<file path="src/rtl/stage_sequencer_pkg.sv">
// Shared definitions for the multi-cycle stage sequencer: stage count,
// stage encodings, sequencer state encodings and a one-hot helper.
package stage_sequencer_pkg;

  localparam int NUM_STAGES = 5;
  localparam int STAGE_W    = 3;

  localparam logic [STAGE_W-1:0] STAGE_FETCH  = 3'd0;
  localparam logic [STAGE_W-1:0] STAGE_DECODE = 3'd1;
  localparam logic [STAGE_W-1:0] STAGE_EXEC   = 3'd2;
  localparam logic [STAGE_W-1:0] STAGE_MEM    = 3'd3;
  localparam logic [STAGE_W-1:0] STAGE_WB     = 3'd4;

  typedef enum logic [1:0] {
    ST_RUN    = 2'd0,
    ST_HALTED = 2'd1,
    ST_ERROR  = 2'd2
  } seq_state_e;

  // One-hot decode of a stage number into the per-stage enable vector.
  function automatic logic [NUM_STAGES-1:0] stage_onehot(input logic [STAGE_W-1:0] s);
    logic [NUM_STAGES-1:0] oh;
    oh = '0;
    for (int i = 0; i < NUM_STAGES; i++) begin
      oh[i] = (s == STAGE_W'(i));
    end
    return oh;
  endfunction

endpackage

</file>
<file path="src/rtl/stage_sequencer_mem_wait_timer.sv">
// Saturating wait counter for memory handshakes. `expired` is high when the
// count has reached MEM_TIMEOUT-1, i.e. on the last blocked cycle allowed.
module mem_wait_timer #(
  parameter int MEM_TIMEOUT = 16
) (
  input  logic clk,
  input  logic rst,
  input  logic clr,
  input  logic en,
  output logic expired
);

  localparam logic [7:0] LAST = 8'(MEM_TIMEOUT - 1);

  logic [7:0] count_q, count_d;

  // Next count: clear wins, otherwise count up and stop at LAST.
  always_comb begin
    count_d = count_q;
    if (clr) begin
      count_d = '0;
    end else if (en && (count_q != LAST)) begin
      count_d = count_q + 8'd1;
    end
  end

  // Count register.
  always_ff @(posedge clk) begin
    if (rst) begin
      count_q <= '0;
    end else begin
      count_q <= count_d;
    end
  end

  assign expired = (count_q == LAST);

endmodule

</file>
<file path="src/rtl/stage_sequencer.sv">
// Multi-cycle CPU stage sequencer: walks FETCH..WRITEBACK one instruction at
// a time, holds a stage while a memory handshake is outstanding, and handles
// flush, halt-at-boundary and memory timeout.
//
// Handshake: mem_req (qualified by mem_is_fetch) is a pure decode of
// registered state and stays high until the cycle in which mem_ack=1; that
// cycle completes the transfer and the stage advances on the next edge.
// mem_ack is ignored whenever mem_req=0.
module stage_sequencer
  import stage_sequencer_pkg::*;
#(
  parameter int MEM_TIMEOUT = 16
) (
  input  logic                  clk,
  input  logic                  rst,
  input  logic                  needs_mem,
  input  logic                  mem_ack,
  input  logic                  flush,
  input  logic                  halt_req,
  output logic [STAGE_W-1:0]    stage,
  output logic [NUM_STAGES-1:0] stage_en,
  output logic                  mem_req,
  output logic                  mem_is_fetch,
  output logic                  blocked,
  output logic                  retire,
  output logic                  halted,
  output logic                  bus_error
);

  seq_state_e            state_q, state_d;
  logic [STAGE_W-1:0]    stage_q, stage_d;
  logic [NUM_STAGES-1:0] stage_en_q, stage_en_d;
  logic                  halted_q, halted_d;
  logic                  bus_error_q, bus_error_d;
  logic                  mem_pending_q, mem_pending_d;
  logic                  halt_pending_q, halt_pending_d;
  logic                  flush_pending_q, flush_pending_d;
  logic                  boundary;
  logic                  run;
  logic                  timer_en;
  logic                  timer_expired;

  assign run = (state_q == ST_RUN);

  // Request/stall decode; mem_req depends on registered state only.
  always_comb begin
    mem_req      = run && ((stage_q == STAGE_FETCH) ||
                           ((stage_q == STAGE_MEM) && mem_pending_q));
    mem_is_fetch = (stage_q == STAGE_FETCH);
    blocked      = run ? (mem_req && !mem_ack) : 1'b1;
    retire       = run && (stage_q == STAGE_WB) && !blocked;
  end

  assign timer_en = run && blocked;

  mem_wait_timer #(
    .MEM_TIMEOUT(MEM_TIMEOUT)
  ) u_timer (
    .clk     (clk),
    .rst     (rst),
    .clr     (!timer_en),
    .en      (timer_en),
    .expired (timer_expired)
  );

  // Next-state: timeout beats flush, flush beats normal advance/wrap.
  always_comb begin
    state_d         = state_q;
    stage_d         = stage_q;
    mem_pending_d   = mem_pending_q;
    halt_pending_d  = halt_pending_q;
    flush_pending_d = flush_pending_q;
    boundary        = 1'b0;
    unique case (state_q)
      ST_RUN: begin
        halt_pending_d = halt_pending_q | halt_req;
        if (blocked) begin
          if (timer_expired) begin
            state_d = ST_ERROR;
          end else if (flush) begin
            flush_pending_d = 1'b1;
          end
        end else if (flush || flush_pending_q) begin
          stage_d         = STAGE_FETCH;
          mem_pending_d   = 1'b0;
          flush_pending_d = 1'b0;
          boundary        = 1'b1;
        end else if (stage_q == STAGE_WB) begin
          stage_d  = STAGE_FETCH;
          boundary = 1'b1;
        end else begin
          stage_d = stage_q + 3'd1;
          if (stage_q == STAGE_EXEC) begin
            mem_pending_d = needs_mem;
          end else if (stage_q == STAGE_MEM) begin
            mem_pending_d = 1'b0;
          end
        end
        // A pending halt diverts the instruction boundary into HALTED.
        if (boundary && halt_pending_q) begin
          state_d        = ST_HALTED;
          halt_pending_d = 1'b0;
        end
      end
      ST_HALTED: begin
        if (!halt_req) begin
          state_d = ST_RUN;
          stage_d = STAGE_FETCH;
        end
      end
      default: begin
        // ERROR is sticky until reset.
      end
    endcase
    stage_en_d  = (state_d == ST_RUN) ? stage_onehot(stage_d) : '0;
    halted_d    = (state_d == ST_HALTED);
    bus_error_d = (state_d == ST_ERROR);
  end

  // Sequencer state and registered outputs.
  always_ff @(posedge clk) begin
    if (rst) begin
      state_q         <= ST_RUN;
      stage_q         <= STAGE_FETCH;
      stage_en_q      <= stage_onehot(STAGE_FETCH);
      halted_q        <= 1'b0;
      bus_error_q     <= 1'b0;
      mem_pending_q   <= 1'b0;
      halt_pending_q  <= 1'b0;
      flush_pending_q <= 1'b0;
    end else begin
      state_q         <= state_d;
      stage_q         <= stage_d;
      stage_en_q      <= stage_en_d;
      halted_q        <= halted_d;
      bus_error_q     <= bus_error_d;
      mem_pending_q   <= mem_pending_d;
      halt_pending_q  <= halt_pending_d;
      flush_pending_q <= flush_pending_d;
    end
  end

  assign stage     = stage_q;
  assign stage_en  = stage_en_q;
  assign halted    = halted_q;
  assign bus_error = bus_error_q;

endmodule

</file>
<file path="config.mk">
export PLATFORM = sky130hd
export DESIGN_NAME = stage_sequencer
export DESIGN_NICKNAME = d
export VERILOG_FILES = /design/src/rtl/stage_sequencer_pkg.sv /design/src/rtl/stage_sequencer_mem_wait_timer.sv /design/src/rtl/stage_sequencer.sv
export SDC_FILE = /design/constraint.sdc
export NUM_CORES = 1
export LEC_CHECK = 0
export ABC_AREA = 1
export BUFFER_PORTS_ARGS = -buffer_cell sky130_fd_sc_hd__buf_2
export CAP_MARGIN = 20
export CORE_MARGIN = 10
export CORE_UTILIZATION = 25
export DETAILED_ROUTE_END_ITERATION = 12
export GPL_TIMING_DRIVEN = 0
export PLACE_DENSITY = 0.4
export SLEW_MARGIN = 20
export SYNTH_ARGS = -nofsm -noshare
export SYNTH_HDL_FRONTEND = slang
export SYNTH_SLANG_ARGS = --single-unit
</file>
<file path="constraint.sdc">
create_clock -name clk -period 2.6 [get_ports clk]
set_clock_uncertainty 0.15 [all_clocks]
set_input_delay 0.39 -clock clk [delete_from_list [all_inputs] [get_ports clk]]
set_output_delay 0.39 -clock clk [all_outputs]
set_load 0.005 [all_outputs]
</file>
; ---- Yosys cells after proc, flatten, opt, wreduce, memory -nomap -nowiden
; Cells that the tools add are included.
[totals]
reg_bits = 23
inputBits = 6
word_cells = 78
[classes]
n_addsub = 2
eq_ne = 15
n_mux = 25
bitwise = 4
n_reduce_logical = 22
[ops]
columns = operator, n
row1 = two-way mux 1 bit, 15
row2 = equality test 3 x 2 -> 1 bit (second input constant), 4
row3 = two-way mux 3 bit, 4
row4 = adder 8 x 1 -> 8 bit (second input constant), 1
row5 = equality test 8 x 4 -> 1 bit (second input constant), 1
row6 = logical AND 1 bit, 8
row7 = two-way mux 2 bit, 4
row8 = != test 8 x 4 -> 1 bit (second input constant), 1
row9 = AND reduction 4 bit, 2
row10 = equality test 3 bit (second input constant), 2
row11 = logical NOT 3 bit, 2
row12 = one-hot mux 3 bit (2 select lines), 1
row13 = equality test 2 x 1 -> 1 bit (second input constant), 2
row14 = logical NOT 2 bit, 2
row15 = != test 2 bit (second input constant), 2
row16 = one-hot mux 2 bit (2 select lines), 1
row17 = OR reduction 2 bit, 2
row18 = adder 3 x 1 -> 3 bit (second input constant), 1
row19 = equality test 3 x 1 -> 1 bit (second input constant), 1
row20 = inverter 1 bit, 3
row21 = nonzero test 3 bit, 1
row22 = equality test 2 bit (second input constant), 1
row23 = logical NOT 1 bit, 2
row24 = logical OR 1 bit, 2
row25 = 3 further kinds, 3

; ---- Logic depth before layout (Yosys ltp)
; Gate-level depths: netlist of run 1.
[depth]
ltp_word = 14
mapped_depth = 11

; ---- Cells and area by module
; A second synthesis of run 1 with hierarchy kept.
[hier_totals]
cells_unflattened = 170
hier_area_um2 = 1207.4
[by_module_without_submodules]
columns = mod, instances, cells_per_inst, area_each_um2, seq_area_each_um2
row1 = stage_sequencer, 1, 103, 780.7, 300.3
row2 = mem_wait_timer, 1, 67, 426.7, 160.2

; ---- Worst setup path after synthesis of run 1
; No wires, ideal clock.
[synth_timing]
path_kind = reg2out
start = reg stage_q[0] (netlist: stage[0])
end = out retire
arrival_time_ns = 1.366
setup_slack_ns = 0.694
stages_incl_launch_ff = 10
cell_sequence = dfxtp_1 > ha_1 > ha_1 > nand2_1 > nand2_2 > nand3_4 > inv_2 > nor2_1 > inv_1 > nor2_1
[synth_between]
elab_chain_len = 8
[synth_lines]
columns = element, line_no
row1 = from (decl), stage_sequencer.sv:31  ; logic [STAGE_W-1:0] stage_q, stage_d;
row2 = from (signal assigned), stage_sequencer.sv:133  ; stage_q <= stage_d;
row3 = equality test 3 x 2 -> 1 bit, stage_sequencer.sv:48  ; ((stage_q == STAGE_MEM) && mem_pending_q));
row4 = logical AND 1 bit, stage_sequencer.sv:48
row5 = logical OR 1 bit (*), stage_sequencer.sv:47  ; mem_req = run && ((stage_q == STAGE_FETCH) ||
row6 = logical AND 1 bit (*), stage_sequencer.sv:47
row7 = logical AND 1 bit (*), stage_sequencer.sv:50  ; blocked = run ? (mem_req && !mem_ack) : 1'b1;
row8 = two-way mux 1 bit (*), stage_sequencer.sv:50
row9 = via blocked, stage_sequencer.sv:24  ; output logic blocked,
row10 = logical NOT 1 bit (*), stage_sequencer.sv:51  ; retire = run && (stage_q == STAGE_WB) && !blocked;
row11 = logical AND 1 bit (*), stage_sequencer.sv:51
row12 = to (decl), stage_sequencer.sv:25  ; output logic retire,
; Mark *: on every way through the listed nets, which the timed path passes. The rest lies on a longest branch.

; ---- Worst setup path after layout of run 1
[layout_timing]
start = reg stage_q[0] (netlist: stage[0])
end = out retire
[layout_between]
elab_chain_len = 8
[layout_lines]
columns = element, line_no
row1 = equality test 3 x 2 -> 1 bit, stage_sequencer.sv:48
row2 = logical AND 1 bit, stage_sequencer.sv:48
row3 = logical OR 1 bit, stage_sequencer.sv:47
row4 = logical AND 1 bit, stage_sequencer.sv:47
row5 = logical AND 1 bit, stage_sequencer.sv:50
row6 = two-way mux 1 bit, stage_sequencer.sv:50
row7 = logical NOT 1 bit, stage_sequencer.sv:51
row8 = logical AND 1 bit (*), stage_sequencer.sv:51
; Every way passes the cells marked *; elsewhere a longest branch is shown, timed or not.

==> summary.md, run 1 <==
| Metric | Value |
|---|---|
| Status | `finished clean` |
| Length in cells of the worst reg-to-reg path | `8` |
| First-pass detailed-route iteration total | `4` |
| Worst path arrival time | `1880 ps` |
| Worst Setup SP | `stage[0]` |
| Port Buffers | `18` |
| DP Wirelength | `2150 um` |
| Worst slew pin tran | `388 ps` |
| GPL Wtd Cong | `0.722` |
| Crit path time final | `2420 ps` |
| All-layer global routing usage | `7.13%` |
| Crit path depth | `10` |
| Netlist cell types | `21` |
| Clock buffer depth | `2` |
| Post-CTS Hold Buffers | `0` |
| Initial drt markers | `38` |
| Initial core utilization | `25.7%` |
| Syn Inst Count | `157` |
| CTS buffer count | `3` |
| Final Net Count | `191` |
| Drc violations | `0` |
| CP startpoint kind | `register` |
| Die Span Y | `87.0 um` |
| Via density | `4.43` |
| Syn-to-layout area delta | `18.2%` |
| Critical path's top delay family | `simple AND/OR/NAND/NOR gates` |
| Antenna fix cells | `0` |
| Worst setup path end | `retire` |
| I/O pins | `20` |
| Worst reg-to-reg setup slack | `710 ps` |
| RSZ-0062 raised after global routing | `false` |
| Slew headroom | `74.1%` |
| RR Startpoint | `stage[1]` |
| Largest fanout on the critical path | `8` |
| Critical setup path kind | `reg -> out` |
| Total power draw | `707 uW` |
| Synth Net Count | `168` |
| Fmax | `0.413 GHz` |
| Clock Pin Slew Worst Setup and Hold Paths | `90 ps` |
| Global-route wire length before repair | `4460 um` |
| Initial antenna violation count | `0` |
| Die footprint | `7560 um^2` |
| Slowest stage cell, crit path | `dfxtp_1` |
| Routed wire per std cell | `11.1 um` |
| Period utilization | `93.1%` |
| Core Area | `4350 um^2` |
| Buffers and inverters on the worst path | `3` |
| Die Wd | `87.0 um` |
| Vias in the first global route | `1041` |
| Layout cells sized above 1 | `20.7%` |
| Final Max Slew Viols | `0` |
| Crit. End Element | `output pin` |
| Vias | `1023` |
| Clock sink count | `23` |
| Post-CTS Resized | `0` |
| Yosys reg bits | `23` |
| Crit Reg-Reg Endpoint | `u_timer.count_q[3]` |
| H-Tree Depth | `1` |
| Pwr per Cell Area | `534 nW/um^2` |
| Clock Latency Late Sink | `260 ps` |
| Sequential-to-total area share from yosys stat | `41.1%` |
| CP Cell Sequence | `ha_1, ha_1, nand2_1, nand2_2, nand3_4, inv_2, nor2_1, inv_1, nor2_1, buf_2` |
| GRT overflow | `0` |
| Slowest Stage Delay on Critical Path | `360 ps` |
| Fin. Hold Viols | `0` |
| Largest net degree at the start of global routing | `15` |
| Clk root buf | `clkbuf_8` |
| Syn Std Cell Area | `1120 um^2` |
| Synth Warn # | `0` |
| LEAKAGE | `0.614 nW` |
| Post-Route WL | `2560 um` |
| Syn_area_per_cell | `7.14 um^2` |
| Final setup fails | `0` |
| Worst Hold Class | `in -> reg` |
| Max VDD drop | `333 uV` |
| # rows | `24` |
| DRT antenna net count | `0` |
| Worst EP required | `2060 ps` |
| MaxCap Viol Count | `0` |
| CTS tree | `built` |
| Post-route setup TNS | `0 ps` |
| Setup Fix Bufs, Post-CTS | `0` |
## final cells by class
type | count | area [um^2]
buffer | 1 | 3.75
clock buffer | 3 | 41.3
clock inverter | 1 | 7.51
fill | 483 | 3030
inverter | 24 | 90.1
multi-input combinational | 109 | 567
sequential | 23 | 460
tap | 52 | 65.1
timing repair buffer | 18 | 90.1
## per-stage QoR
stage	utilization [%]	worst slack (ps)	instances	hold WS (ps)	instance area (um^2)
floorplan	-	694	157	295	1120
detailed placement	29.3	452	227	324	1280
CTS	30.4	147	231	251	1330
global placement	29.3	475	227	319	1280
global route	30.4	22.2	231	289	1330
finish	30.4	178	231	248	1330
## Yosys cell counts
master,instances,area [um^2]
nor2_8,1,20.0
nor2_1,28,105
dfxtp_1,23,460
or2_2,1,6.26
a21oi_1,10,50.1
nor2_2,3,18.8
inv_1,20,75.1
ha_1,5,62.6
nand2_1,30,113
clkbuf_1,1,3.75
nor3_1,3,15.0
nand3_2,1,10.0
o21ai_0,5,25.0
nand4_1,2,12.5
inv_2,4,15.0
xor2_1,2,17.5
nand2_2,4,25.0
a31oi_1,1,6.26
a21boi_0,1,7.51
nand3_1,11,55.1
nand3_4,1,17.5
## registers in the layout (all words and copies together) (netlist names)
name             cells
halted               1
flush_pending_q      1
u_timer.count_q      8
stage_en             5
bus_error            1
state_q              2
halt_pending_q       1
stage                3
mem_pending_q        1
## worst min path at each step
stage	from	end	slack [ps]	cells past startpoint
finish	halt_req	halt_pending_q	250	3
floorplan	halt_pending_q	halt_pending_q	300	2
global route	halt_req	halt_pending_q	290	3
global placement	halt_pending_q	halt_pending_q	320	2
detailed placement	halt_pending_q	halt_pending_q	320	2
CTS	halt_req	halt_pending_q	250	3
## layout by cell type (no fill, tap or decap)
master	n
clkbuf_1	1
nor3_1	3
clkinvlp_4	1
a21oi_1	10
ha_1	5
buf_2	18
nand3_1	11
or2_2	1
inv_1	20
nor2_2	3
o21ai_0	5
nand2_2	4
nor2_8	1
nand3_2	1
xor2_1	2
clkbuf_8	3
a31oi_1	1
nand2_1	30
nor2_1	28
nand4_1	2
inv_2	4
nand3_4	1
dfxtp_1	23
a21boi_0	1
## routing by layer
| layer | global-route usage (%) | wire length [um] | vias to the layer above |
|---|---|---|---|
| li1 | - | - | 533 |
| met1 | 6.48 | 976 | 469 |
| met2 | 13.9 | 1400 | 19 |
| met3 | 3.65 | 178 | 2 |
| met4 | 0.884 | 8 | 0 |
| met5 | 0 | 0 | - |
## worst reg2reg max path: stages (launching register included)
cell and delay (ps):
dfxtp_1 410, ha_1 200, ha_1 170, nand2_1 70
nand2_2 90, nand3_4 120, nor2_1 310, inv_1 170
a21oi_1 140
## cell families (layout without fill, tap and decap cells)
group | count (synthesis) | count (layout) | share of synthesized area (%)
AOI/OAI and AO/OA | 17 | 17 | 7.92
adders and majority gates | 5 | 5 | 5.58
xor gates and xnor gates | 2 | 2 | 1.56
buffers and inverters | 25 | 47 | 8.37
DFF | 23 | 23 | 41.1
and+or+nand+nor | 85 | 85 | 35.5
## power by group
| group | total, mW | internal (mW) | switching [mW] |
|---|---|---|---|
| clock | 0.224 | 0.108 | 0.115 |
| sequential | 0.374 | 0.365 | 0.00834 |
| combinational | 0.110 | 0.0393 | 0.0704 |
Power figures use the tool's default switching activity.
==> run 2, diff against run 1 <==
CORE_ASPECT_RATIO = 1.25   (was not set)
CORE_UTILIZATION = 40   (was 25)
PLACE_DENSITY = 0.58   (was 0.4)
==> run 2 against run 1 <==
First-iteration DRC count up 53%. Flip-flop and latch count unchanged. Sequential power about the same. Critical path depth unchanged. Clock power down 26%. Total power down 8.4%. Sequential share of layout area up 1.1 points. Design area down 3.1%. Global-route usage up 3.1 points. Maximum frequency up 2.7%. Combinational power about the same. Via count down 0.49%. Critical path type unchanged. Largest power group unchanged.
==> summary.md, run 2 (synthesis gave the netlist of run 1 again) <==
| Metric | Value |
|---|---|
| Commonest non-fill, non-tap cell in the layout | `nand2_1 (unchanged)` |
| Worst reg-to-reg setup slack | `730 ps (was 710 ps)` |
| Slew headroom | `72.8% (was 74.1%)` |
| # rows | `21 (was 24)` |
| Max VDD drop | `319 uV (was 333 uV)` |
| Max FFs per register | `8 (unchanged)` |
| Critical path's most frequent cell | `ha_1` |
| Initial core utilization | `41.8% (was 25.7%)` |
| Worst setup path end | `retire (unchanged)` |
| All-layer global routing usage | `10.3% (was 7.13%)` |
| Antenna fix cells | `0 (unchanged)` |
| Clock Latency Late Sink | `310 ps (was 260 ps)` |
| Pint | `463 uW (was 513 uW)` |
| Drc violations | `0 (unchanged)` |
| LEAKAGE | `0.610 nW (was 0.614 nW)` |
| First-pass detailed-route iteration total | `4 (unchanged)` |
| Largest net degree at the start of global routing | `14 (was 15)` |
| GRT overflow | `0 (unchanged)` |
| Layout cells sized above 1 | `21.2% (was 20.7%)` |
| Initial drt markers | `58 (was 38)` |
| Port Buffers | `18 (unchanged)` |
| Clock Pin Slew Worst Setup and Hold Paths | `130 ps (was 90 ps)` |
| GPL Wtd Cong | `0.688 (was 0.722)` |
| CP Cell Sequence | `ha_1, ha_1, nand2_1, nand2_2, nand3_4, inv_2, nor2_2, inv_1, nor2_1, buf_2 (was ha_1, ha_1, nand2_1, nand2_2, nand3_4, inv_2, nor2_1, inv_1, nor2_1, buf_2)` |
| Initial antenna violation count | `0 (unchanged)` |
| Vias | `1018 (was 1023)` |
| Crit path time final | `2360 ps (was 2420 ps)` |
| Switching Share | `28.6% (was 27.5%)` |
| DP Wirelength | `1950 um (was 2150 um)` |
| Clk root buf | `clkbuf_4 (was clkbuf_8)` |
| Final Net Count | `191 (unchanged)` |
| Worst Hold Class | `in -> reg (unchanged)` |
| Global-route wire length before repair | `4420 um (was 4460 um)` |
| RSZ-0062 raised after global routing | `false (unchanged)` |
| Post-Route WL | `2360 um (was 2560 um)` |
| Fillers | `290 (was 483)` |
| Worst path arrival time | `1820 ps (was 1880 ps)` |
| Largest fanout on the critical path | `8 (unchanged)` |
| Register with the most flip-flops | `u_timer.count_q (unchanged)` |
| H-Tree Depth | `1 (unchanged)` |
| Final setup fails | `0 (unchanged)` |
| Proportion of power drawn by the clock network | `25.5% (was 31.6%)` |
| Switch Pwr | `185 uW (was 194 uW)` |
| Syn-to-layout area delta | `14.5% (was 18.2%)` |
| Die Span Y | `79.2 um (was 87.0 um)` |
| Core Area | `2680 um^2 (was 4350 um^2)` |
| Die footprint | `5330 um^2 (was 7560 um^2)` |
| Worst Setup SP | `stage[0] (unchanged)` |
| Clock buffer depth | `2 (unchanged)` |
| Gate power share | `16.7% (was 15.5%)` |
| CP startpoint kind | `register (unchanged)` |
| Setup Fix Bufs, Post-CTS | `0 (unchanged)` |
| Crit. End Element | `output pin (unchanged)` |
| Slowest Stage Delay on Critical Path | `370 ps (was 360 ps)` |
| Period utilization | `90.7% (was 93.1%)` |
| Die Wd | `67.4 um (was 87.0 um)` |
| Commonest non-fill, non-tap cells in the layout | `30 x nand2_1, 27 x nor2_1, 23 x dfxtp_1, 20 x inv_1, 18 x buf_2 (was 30 x nand2_1, 28 x nor2_1, 23 x dfxtp_1, 20 x inv_1, 18 x buf_2)` |
| Worst EP required | `2060 ps (about the same)` |
| CTS tree | `built (unchanged)` |
| Clock sink count | `23 (unchanged)` |
| Crit Reg-Reg Endpoint | `u_timer.count_q[3] (unchanged)` |
| Post-CTS Hold Buffers | `0 (unchanged)` |
| Length in cells of the worst reg-to-reg path | `8 (unchanged)` |
| DRT antenna net count | `0 (unchanged)` |
| Vias in the first global route | `1074 (was 1041)` |
| Post-route setup TNS | `0 ps (unchanged)` |
| Pwr per Cell Area | `505 nW/um^2 (was 534 nW/um^2)` |
| CTS buffer count | `3 (unchanged)` |
| Slowest stage cell, crit path | `dfxtp_1 (unchanged)` |
| Critical setup path kind | `reg -> out (unchanged)` |
| Fmax | `0.424 GHz (was 0.413 GHz)` |
| RR Startpoint | `stage[0] (was stage[1])` |
| Post-CTS Resized | `0 (unchanged)` |
| Via density | `4.78 (was 4.43)` |
| Status | `finished clean (unchanged)` |
| MaxCap Viol Count | `0 (unchanged)` |
| Fin. Hold Viols | `0 (unchanged)` |
| Routed wire per std cell | `11.1 um (about the same)` |
| Final Max Slew Viols | `0 (unchanged)` |
| Sequential share of power | `57.8% (was 52.8%)` |
| Worst slew pin tran | `409 ps (was 388 ps)` |
| Core Util, Final | `47.9% (was 30.4%)` |
| I/O pins | `20 (unchanged)` |
==> run 2: cell types whose count changed in the layout (fill, tap and decap cells not counted), sizes merged <==
cell	change
clkinv	+1
clkinvlp	-1
==> run 2: how the worst min path moves through the flow <==
stage | startpoint | to | slack [ps] | depth (start not counted)
2_1_floorplan | halt_pending_q | halt_pending_q | 300 | 2
3_3_place_gp | mem_pending_q | mem_pending_q | 320 | 2
3_5_place_dp | u_timer.count_q[6] | u_timer.count_q[6] | 330 | 2
4_1_cts | halt_req | halt_pending_q | 190 | 3
5_1_grt | halt_req | halt_pending_q | 230 | 3
6_report | halt_req | halt_pending_q | 190 | 3
==> run 2: final cells by class <==
cell class / count / area (um^2) / area share [%]
Multi-Input combinational cell: 109 / 569 / 44.3
Inverter: 24 / 90.1 / 7.02
Sequential cell: 23 / 460 / 35.9
Tap cell: 34 / 42.5 / 3.31
Clock inverter: 1 / 5.00 / 0.390
Buffer: 1 / 3.75 / 0.292
Timing Repair Buffer: 18 / 90.1 / 7.02
Clock buffer: 3 / 22.5 / 1.75
==> run 2: power groups by stage <==
stage / registers [mW] / clock network, mW / logic (mW)
floorplan: 0.382 / 0 / 0.0760
global placement: 0.382 / 0 / 0.108
detailed placement: 0.382 / 0 / 0.110
CTS: 0.374 / 0.171 / 0.110
global route: 0.376 / 0.183 / 0.128
finish: 0.374 / 0.165 / 0.108
==> run 2: worst max-delay path, delay by kind of cell (launching register included) <==
| family | cells | cell delay (ps) |
|---|---|---|
| adder cells (fa/ha/maj) | 2 | 400 |
| AND/OR/NAND/NOR | 5 | 490 |
| flip-flops | 1 | 370 |
| buffers and inverters | 3 | 250 |
==> run 2: per-layer routing <==
| metal | vias up | global-route usage, % | wire [um] |
|---|---|---|---|
| met1 | 465 | 9.61 | 925 |
| met2 | 10 | 19.5 | 1310 |
| met5 | - | 0 | 0 |
| met4 | 0 | 5.56 | 46 |
| met3 | 5 | 2.39 | 74 |
| li1 | 538 | - | - |
==> run 2: stage by stage <==
stage / hold WS [ps] / setup slack (ps) / instance area [um^2] / instances / power, mW
finish: 195 / 241 / 1280 / 213 / 0.648
global route: 233 / 75.2 / 1280 / 213 / 0.688
CTS: 192 / 116 / 1280 / 213 / 0.656
detailed placement: 330 / 479 / 1250 / 209 / 0.492
global placement: 317 / 494 / 1250 / 209 / 0.490
floorplan: 295 / 694 / 1120 / 157 / 0.458
